$ cat src/rtl/de_hazard_reg_pkg.sv
// Shared definitions for the decode/execute pipeline register and its
// forwarding-select generator.
package de_hazard_reg_pkg;

    // Default widths of the decode/execute datapath
    localparam int DEF_XLEN   = 64;
    localparam int DEF_RA_W   = 5;
    localparam int DEF_CTRL_W = 8;
    localparam int DEF_CNT_W  = 32;

    // Forwarding-select encoding seen by the EX operand muxes
    localparam logic [1:0] FWD_DE = 2'b00;
    localparam logic [1:0] FWD_EM = 2'b10;
    localparam logic [1:0] FWD_MW = 2'b01;

    // Bit positions inside the opaque EX/MEM/WB control bundle
    localparam int CTRL_ALU_SRC    = 0;
    localparam int CTRL_BRANCH     = 1;
    localparam int CTRL_JUMP       = 2;
    localparam int CTRL_MEM_WRITE  = 3;
    localparam int CTRL_MEM_TO_REG = 4;
    localparam int CTRL_ALU_OP_LSB = 5;
    localparam int CTRL_ALU_OP_W   = 3;

endpackage

$ cat src/rtl/de_hazard_reg_fwd_sel.sv
// Combinational forwarding-select generator for one EX source operand.
// EM wins over MW, register 0 is never forwarded, and an empty DE slot
// always reads its own operand.
module fwd_sel
    import de_hazard_reg_pkg::*;
#(
    parameter int RA_W = DEF_RA_W
) (
    input  logic            valid_i,
    input  logic [RA_W-1:0] rs_i,
    input  logic [RA_W-1:0] rd_em_i,
    input  logic            reg_write_em_i,
    input  logic [RA_W-1:0] rd_mw_i,
    input  logic            reg_write_mw_i,
    output logic [1:0]      sel_o
);

    // Pick the youngest in-flight producer of rs_i, falling back to DE data
    always_comb begin
        sel_o = FWD_DE;
        if (valid_i && reg_write_em_i && (rd_em_i != '0) && (rd_em_i == rs_i)) begin
            sel_o = FWD_EM;
        end else if (valid_i && reg_write_mw_i && (rd_mw_i != '0) && (rd_mw_i == rs_i)) begin
            sel_o = FWD_MW;
        end
    end

endmodule

$ cat src/rtl/de_hazard_reg.sv
// Decode/execute pipeline register with load-use bubble insertion,
// flush, hold, forwarding-select generation and a load-use stall counter.
module de_hazard_reg
    import de_hazard_reg_pkg::*;
#(
    parameter int XLEN   = DEF_XLEN,
    parameter int RA_W   = DEF_RA_W,
    parameter int CTRL_W = DEF_CTRL_W,
    parameter int CNT_W  = DEF_CNT_W
) (
    input  logic              clk,
    input  logic              reset,
    input  logic              id_valid,
    input  logic [RA_W-1:0]   id_rs1,
    input  logic [RA_W-1:0]   id_rs2,
    input  logic [RA_W-1:0]   id_rd,
    input  logic              id_reg_write,
    input  logic              id_mem_read,
    input  logic [XLEN-1:0]   id_read_data1,
    input  logic [XLEN-1:0]   id_read_data2,
    input  logic [XLEN-1:0]   id_imm,
    input  logic [CTRL_W-1:0] id_ctrl,
    input  logic              flush_de,
    input  logic              ex_hold,
    input  logic [RA_W-1:0]   rd_em,
    input  logic              reg_write_em,
    input  logic [RA_W-1:0]   rd_mw,
    input  logic              reg_write_mw,
    output logic              valid_de,
    output logic              reg_write_de,
    output logic              mem_read_de,
    output logic [RA_W-1:0]   rs1_de,
    output logic [RA_W-1:0]   rs2_de,
    output logic [RA_W-1:0]   rd_de,
    output logic [XLEN-1:0]   read_data1_de,
    output logic [XLEN-1:0]   read_data2_de,
    output logic [XLEN-1:0]   imm_de,
    output logic [CTRL_W-1:0] ctrl_de,
    output logic [1:0]        s1,
    output logic [1:0]        s2,
    output logic              stall_fd,
    output logic [CNT_W-1:0]  load_use_cnt
);

    logic              valid_q, valid_d;
    logic              reg_write_q, reg_write_d;
    logic              mem_read_q, mem_read_d;
    logic [RA_W-1:0]   rs1_q, rs1_d;
    logic [RA_W-1:0]   rs2_q, rs2_d;
    logic [RA_W-1:0]   rd_q, rd_d;
    logic [XLEN-1:0]   data1_q, data1_d;
    logic [XLEN-1:0]   data2_q, data2_d;
    logic [XLEN-1:0]   imm_q, imm_d;
    logic [CTRL_W-1:0] ctrl_q, ctrl_d;
    logic [CNT_W-1:0]  cnt_q, cnt_d;
    logic              lu;

    // Load in DE whose result the ID instruction needs next cycle
    always_comb begin
        lu = valid_q && mem_read_q && id_valid && (rd_q != '0)
             && ((rd_q == id_rs1) || (rd_q == id_rs2));
        stall_fd = !flush_de && (ex_hold || lu);
    end

    // Next-state: flush bubble, then hold, then load-use bubble, then capture
    always_comb begin
        valid_d     = valid_q;
        reg_write_d = reg_write_q;
        mem_read_d  = mem_read_q;
        rs1_d       = rs1_q;
        rs2_d       = rs2_q;
        rd_d        = rd_q;
        data1_d     = data1_q;
        data2_d     = data2_q;
        imm_d       = imm_q;
        ctrl_d      = ctrl_q;
        cnt_d       = cnt_q;
        if (flush_de || (!ex_hold && lu)) begin
            valid_d     = 1'b0;
            reg_write_d = 1'b0;
            mem_read_d  = 1'b0;
            rs1_d       = '0;
            rs2_d       = '0;
            rd_d        = '0;
            data1_d     = '0;
            data2_d     = '0;
            imm_d       = '0;
            ctrl_d      = '0;
            if (!flush_de && (cnt_q != '1)) begin
                cnt_d = cnt_q + CNT_W'(1);
            end
        end else if (!ex_hold) begin
            valid_d     = id_valid;
            reg_write_d = id_valid && id_reg_write;
            mem_read_d  = id_valid && id_mem_read;
            rs1_d       = id_rs1;
            rs2_d       = id_rs2;
            rd_d        = id_rd;
            data1_d     = id_read_data1;
            data2_d     = id_read_data2;
            imm_d       = id_imm;
            ctrl_d      = id_ctrl;
        end
    end

    // DE state register with synchronous clear
    always_ff @(posedge clk) begin
        if (reset) begin
            valid_q     <= 1'b0;
            reg_write_q <= 1'b0;
            mem_read_q  <= 1'b0;
            rs1_q       <= '0;
            rs2_q       <= '0;
            rd_q        <= '0;
            data1_q     <= '0;
            data2_q     <= '0;
            imm_q       <= '0;
            ctrl_q      <= '0;
            cnt_q       <= '0;
        end else begin
            valid_q     <= valid_d;
            reg_write_q <= reg_write_d;
            mem_read_q  <= mem_read_d;
            rs1_q       <= rs1_d;
            rs2_q       <= rs2_d;
            rd_q        <= rd_d;
            data1_q     <= data1_d;
            data2_q     <= data2_d;
            imm_q       <= imm_d;
            ctrl_q      <= ctrl_d;
            cnt_q       <= cnt_d;
        end
    end

    assign valid_de      = valid_q;
    assign reg_write_de  = reg_write_q;
    assign mem_read_de   = mem_read_q;
    assign rs1_de        = rs1_q;
    assign rs2_de        = rs2_q;
    assign rd_de         = rd_q;
    assign read_data1_de = data1_q;
    assign read_data2_de = data2_q;
    assign imm_de        = imm_q;
    assign ctrl_de       = ctrl_q;
    assign load_use_cnt  = cnt_q;

    fwd_sel #(.RA_W(RA_W)) u_fwd_s1 (
        .valid_i        (valid_q),
        .rs_i           (rs1_q),
        .rd_em_i        (rd_em),
        .reg_write_em_i (reg_write_em),
        .rd_mw_i        (rd_mw),
        .reg_write_mw_i (reg_write_mw),
        .sel_o          (s1)
    );

    fwd_sel #(.RA_W(RA_W)) u_fwd_s2 (
        .valid_i        (valid_q),
        .rs_i           (rs2_q),
        .rd_em_i        (rd_em),
        .reg_write_em_i (reg_write_em),
        .rd_mw_i        (rd_mw),
        .reg_write_mw_i (reg_write_mw),
        .sel_o          (s2)
    );

endmodule
$ cat config.mk
export PLATFORM = sky130hd
export DESIGN_NAME = de_hazard_reg
export DESIGN_NICKNAME = d
export VERILOG_FILES = /design/src/rtl/de_hazard_reg_pkg.sv /design/src/rtl/de_hazard_reg_fwd_sel.sv /design/src/rtl/de_hazard_reg.sv
export SDC_FILE = /design/constraint.sdc
export NUM_CORES = 1
export LEC_CHECK = 0
export CORE_AREA = 2 2 188 190
export DETAILED_ROUTE_END_ITERATION = 6
export DIE_AREA = 0 0 190 192
export GPL_TIMING_DRIVEN = 0
export HOLD_SLACK_MARGIN = 0.15
export SETUP_SLACK_MARGIN = 0.2
export SLEW_MARGIN = 20
export SYNTH_ARGS = -nofsm -noshare
export SYNTH_HDL_FRONTEND = slang
export SYNTH_SLANG_ARGS = --single-unit
$ cat constraint.sdc
create_clock -name clk -period 3 [get_ports clk]
set_input_delay 0.3 -clock clk [delete_from_list [all_inputs] [get_ports clk]]
set_output_delay 0.3 -clock clk [all_outputs]
set_load 0.02 [all_outputs]
==> results.txt <==
The run finished with clean final reports. The total negative slack for setup checks is 0 ns. The clock power share is 44.6%. The total area inside the core boundary comes to about 34000 um2. Setup violations remaining at the end of the flow were counted as 0. The clock period minus worst slack came out at around 2.7 ns. The total of buffers placed on input and output ports came out at between 400 and 500. The total half-perimeter wirelength after legalization and detailed placement came out at approximately 29 mm. The critical-path cell with the highest stage delay is sky130_fd_sc_hd__clkdlybuf4s50_1. For the worst-skew pair, the clock arrives at the later sink with an insertion delay of 0.54 ns. The path class of the tightest hold or removal check is input port to flip-flop. CTS placed an instance of sky130_fd_sc_hd__clkbuf_16 at the clock tree root. For this design, the sink count on the clock tree is 250. Counting flops and latches in the post-synthesis netlist gives 250. The measured slew at the worst slew-check pin is about 0.93 ns. The max-capacitance violation count came out at 0. The detailed-router iteration count before antenna repair came out at 4. The total of fill cells in the finished design is about 3200.

The most frequently used flop master after synthesis is sky130_fd_sc_hd__dfxtp_1. The finished layout holds 1962 standard cells, fillers aside. The worst clock skew came out at 0.0174 ns. The worst min-delay path startpoint is reset. Of the cells placed in the final design, the portion with a size suffix greater than 1 is just over 5%.

The maximum single-stage delay on the critical path came out at ~0.7 ns. Yosys printed 0 warnings. The power density of the placed cells is about 500 nW/um2. Cell internal power was estimated by the tool at between 6 and 7 mW.

Along the worst path, the maximum fanout reaches 4. The number of antenna violations at the first check in global routing is 2. Of all cell types, the one taking the most synthesized area is sky130_fd_sc_hd__dfxtp_1.

The number of nets in the layout came out at roughly 1700. The antenna violation net count after detailed routing is 0. Setup repair after global routing could not meet its margin everywhere. The overall fraction of global-route tracks in use is 19.0%. The commonest cells after synthesis are sky130_fd_sc_hd__dfxtp_1, sky130_fd_sc_hd__nor2_1, sky130_fd_sc_hd__mux2i_1, sky130_fd_sc_hd__clkbuf_1, sky130_fd_sc_hd__a21oi_1. IR analysis of the VDD net gives a maximum drop of between 300 and 400 uV. The horizontal die dimension is 190 um. The mapped netlist covers between 9000 and 10000 um2. The final hold violation count was 0. The number of DRC markers in iteration 0 came out at 305. The internal reg-to-reg setup slack came out at roughly 0.4 ns.

The relative slew slack is between 30% and 40%. The row count is 68. The worst setup path is captured at an output port. The fraction of post-synthesis cell area in the top cell type by area came out at roughly 52%.

Synthesis produced a netlist with a net count of around 1200. The routed design has about 36 mm of wire. The gate count after technology mapping is between 900 and 1000. The mean instance size in the synthesized netlist is between 9 and 10 um2. The number of buffers inserted during clock tree synthesis is 29. The analysis attributes to net switching a power of 1.96 mW. The maximum number of buffers from clock root to sink is 3. TritonCTS built the clock tree. Yosys instantiated no cell more often than sky130_fd_sc_hd__dfxtp_1. In this run the critical register-to-register path is captured at load_use_cnt[1]. The startpoint identified for the worst register-to-register timing path is load_use_cnt[0].

The weighted congestion reported at the end of routability-driven placement is between 0.8 and 0.9. STA classifies the critical path startpoint as a flip-flop. The final period utilization is 89.7%. The worst endpoint data arrival time is 2.39 ns. The worst hold path terminates at load_use_cnt[31]. The number of enable-type register cells in the synthesized netlist came out at 0. The worst hold path passes through 2 cells. The share of power burned in registers came out at between 40% and 50%. The number of hold-repair buffers added at the cts stage came out at 0.

The portion of the post-synthesis area used by sequential elements came out at 52.3%. The achievable frequency is between 300 and 400 MHz. The area added between synthesis and finish came out at 67.5%. The area of the die is around 36000 um2.

Net switching is around a quarter of the power. The leakage dissipation is 6.29 nW. The part of the total power dissipated in combinational logic is about an eighth. The count of cell types in the netlist came out at 41. The floorplan step set the die height to roughly 190 um. For this run, design rule violations remaining after detail routing come to 0. The per-cell via count in the routed design is 4.51.

The post-synthesis async set-or-reset flop share came out at 0%. The via count of the first global-routing pass was between 9000 and 10000. The data required time of the worst path came out at 2.70 ns. The setup path with the least slack is of type flip-flop to output port. The instance count after placement with tap cells included came out at around 1900.

In this design, the largest share of critical-path delay is due to buffers and inverters. Together, buffers and inverters on the worst path number 1. The number of max-slew violations in the final report came out at 0.

The H-tree level count came out at 1. The routed wire length per instance came out at 18.5 um. The count of pins on the block boundary is 489. The core utilization of the finished layout is around 47%. Ranked by total cell area, the synthesized netlist is headed by sky130_fd_sc_hd__dfxtp_1, sky130_fd_sc_hd__mux2i_1, sky130_fd_sc_hd__nor2_1. The pin count of the biggest net entering global routing is 14. The first-pass GRT wire length came out at 53.5 mm.

The starting density of the core came out at 27.9%. After clock tree synthesis, the clock-pin slew on the worst setup and hold paths is 0.06 ns. Summing over every cut layer, the via total after detailed routing is 8849. The tightest hold margin came out at between 0.15 and 0.2 ns. Walking the worst path, the cells encountered are xnor2_1 -> nand3_1 -> nor4_1 -> clkdlybuf4s50_1. Counting cells, the worst reg-to-reg path comes to 10.

The sum of overflow across all layers after global routing is 0.
-- area by class of cell --
cell class / instances / area [um2] / area share, %
Sequential cell: 250 / 5010 / 31.2
Timing Repair Buffer: 489 / 4880 / 30.5
Multi-Input combinational cell: 648 / 4310 / 26.9
Clock buffer: 41 / 851 / 5.31
Tap cell: 455 / 569 / 3.55
Buffer: 59 / 249 / 1.55
Clock inverter: 11 / 138 / 0.858
Inverter: 7 / 26.3 / 0.164
Antenna cell: 2 / 5.00 / 0.0312
-- power groups by stage --
stage | sequential (mW) | combinational [mW] | clock [mW]
after detailed placement | 3.55 | 1.08 | 0
after floorplan | 3.66 | 0.343 | 0
after global routing | 3.49 | 1.14 | 3.90
after CTS | 3.48 | 1.09 | 3.76
final | 3.48 | 1.07 | 3.65
after global placement | 3.54 | 1.07 | 0
-- logic make-up (layout without fill, tap and decap cells) --
logic type | after synthesis | in the layout | synth area share [%]
adder cells (fa/ha/maj) | 1 | 1 | 0.131
XOR/XNOR | 32 | 32 | 2.93
flip-flops | 250 | 250 | 52.3
other | 0 | 2 | 0
multiplexers | 218 | 218 | 22.8
AND/OR/NAND/NOR | 330 | 330 | 15.1
AO/OA/AOI/OAI | 67 | 67 | 3.97
buffers and inverters | 66 | 607 | 2.78
-- through the flow --
stage	setup WS, ns	power [mW]	instance area [um2]
after floorplan	0.711	4.00	9570
after global placement	-0.800	4.62	15000
after detailed placement	-0.770	4.63	15000
after CTS	0.268	8.32	16000
after global routing	0.185	8.53	16000
final	0.310	8.20	16000
-- registers in the layout, indices dropped and copies added, names as in the netlist --
signal / count
imm_de: 64
read_data1_de: 64
read_data2_de: 64
load_use_cnt: 32
ctrl_de: 8
rd_de: 5
rs1_de: 5
rs2_de: 5
mem_read_de: 1
reg_write_de: 1
valid_de: 1
-- repair_timing --
action | 4_1_cts | 5_1_grt
endpoints found under the hold margin | 0 | 0
resized for setup | 9 | 1
buffers inserted | 0 | 3
endpoints found under the setup margin | 193 | 10
-- worst reg2reg max path: stages, from the launching register on --
cell and delay [ns]:
sky130_fd_sc_hd__dfxtp_1 0.42, sky130_fd_sc_hd__ha_1 0.22, sky130_fd_sc_hd__nand4_1 0.25, sky130_fd_sc_hd__nor4_1 0.34, sky130_fd_sc_hd__a31oi_1 0.17, sky130_fd_sc_hd__nand2_1 0.11
sky130_fd_sc_hd__buf_2 0.21, sky130_fd_sc_hd__buf_2 0.25, sky130_fd_sc_hd__clkbuf_4 0.25, sky130_fd_sc_hd__mux2i_1 0.19, sky130_fd_sc_hd__nor2_1 0.05
-- placed cells by master, fill, tap and decap left out, types with 2 or more instances in the layout --
cell	synthesis	routed
sky130_fd_sc_hd__bufinv_16	0	3
sky130_fd_sc_hd__nand2_1	15	15
sky130_fd_sc_hd__clkinv_4	0	2
sky130_fd_sc_hd__nand3_1	19	19
sky130_fd_sc_hd__nand4_1	13	13
sky130_fd_sc_hd__or2_2	2	2
sky130_fd_sc_hd__and4_1	2	2
sky130_fd_sc_hd__nor3_1	4	4
sky130_fd_sc_hd__clkinv_2	0	6
sky130_fd_sc_hd__inv_1	7	7
sky130_fd_sc_hd__buf_4	0	3
sky130_fd_sc_hd__o211ai_1	3	3
sky130_fd_sc_hd__mux2i_1	217	217
sky130_fd_sc_hd__or3_1	21	21
sky130_fd_sc_hd__nor2b_1	2	2
sky130_fd_sc_hd__a21oi_1	30	30
sky130_fd_sc_hd__nor2_1	232	232
sky130_fd_sc_hd__xnor2_1	16	16
sky130_fd_sc_hd__nor4_1	6	6
sky130_fd_sc_hd__o31ai_1	3	3
sky130_fd_sc_hd__clkdlybuf4s50_1	0	483
sky130_fd_sc_hd__clkbuf_4	0	2
sky130_fd_sc_hd__clkbuf_1	42	44
sky130_fd_sc_hd__clkbuf_16	0	29
sky130_fd_sc_hd__a22oi_1	2	2
sky130_fd_sc_hd__a211oi_1	2	2
sky130_fd_sc_hd__diode_2	0	2
sky130_fd_sc_hd__buf_2	14	14
sky130_fd_sc_hd__clkbuf_8	0	8
sky130_fd_sc_hd__or4_1	7	7
sky130_fd_sc_hd__dlygate4sd2_1	0	3
sky130_fd_sc_hd__clkbuf_2	1	2
sky130_fd_sc_hd__xor2_1	16	16
sky130_fd_sc_hd__o21ai_0	21	21
sky130_fd_sc_hd__dfxtp_1	250	249
-- layer usage --
metal / vias to the layer above / share of wire, % / GRT usage [%]
met2: 345 / 51 / 35.3
met1: 4123 / 37 / 20.5
met5: - / 0.036 / 0
met3: 46 / 11 / 7.03
li1: 4333 / - / -
met4: 2 / 1.8 / 4.08
-- worst max path at each step --
stage / from / to / cells past startpoint
6_report: rs2_de[4] / s2[1] / 4
5_1_grt: load_use_cnt[0] / load_use_cnt[19] / 10
4_1_cts: rs2_de[3] / s2[1] / 4
3_5_place_dp: id_rs1[3] / imm_de[41] / 10
3_3_place_gp: id_rs1[3] / imm_de[45] / 10
2_1_floorplan: load_use_cnt[0] / load_use_cnt[1] / 10
Note: power is estimated with default switching activity, not from simulation.
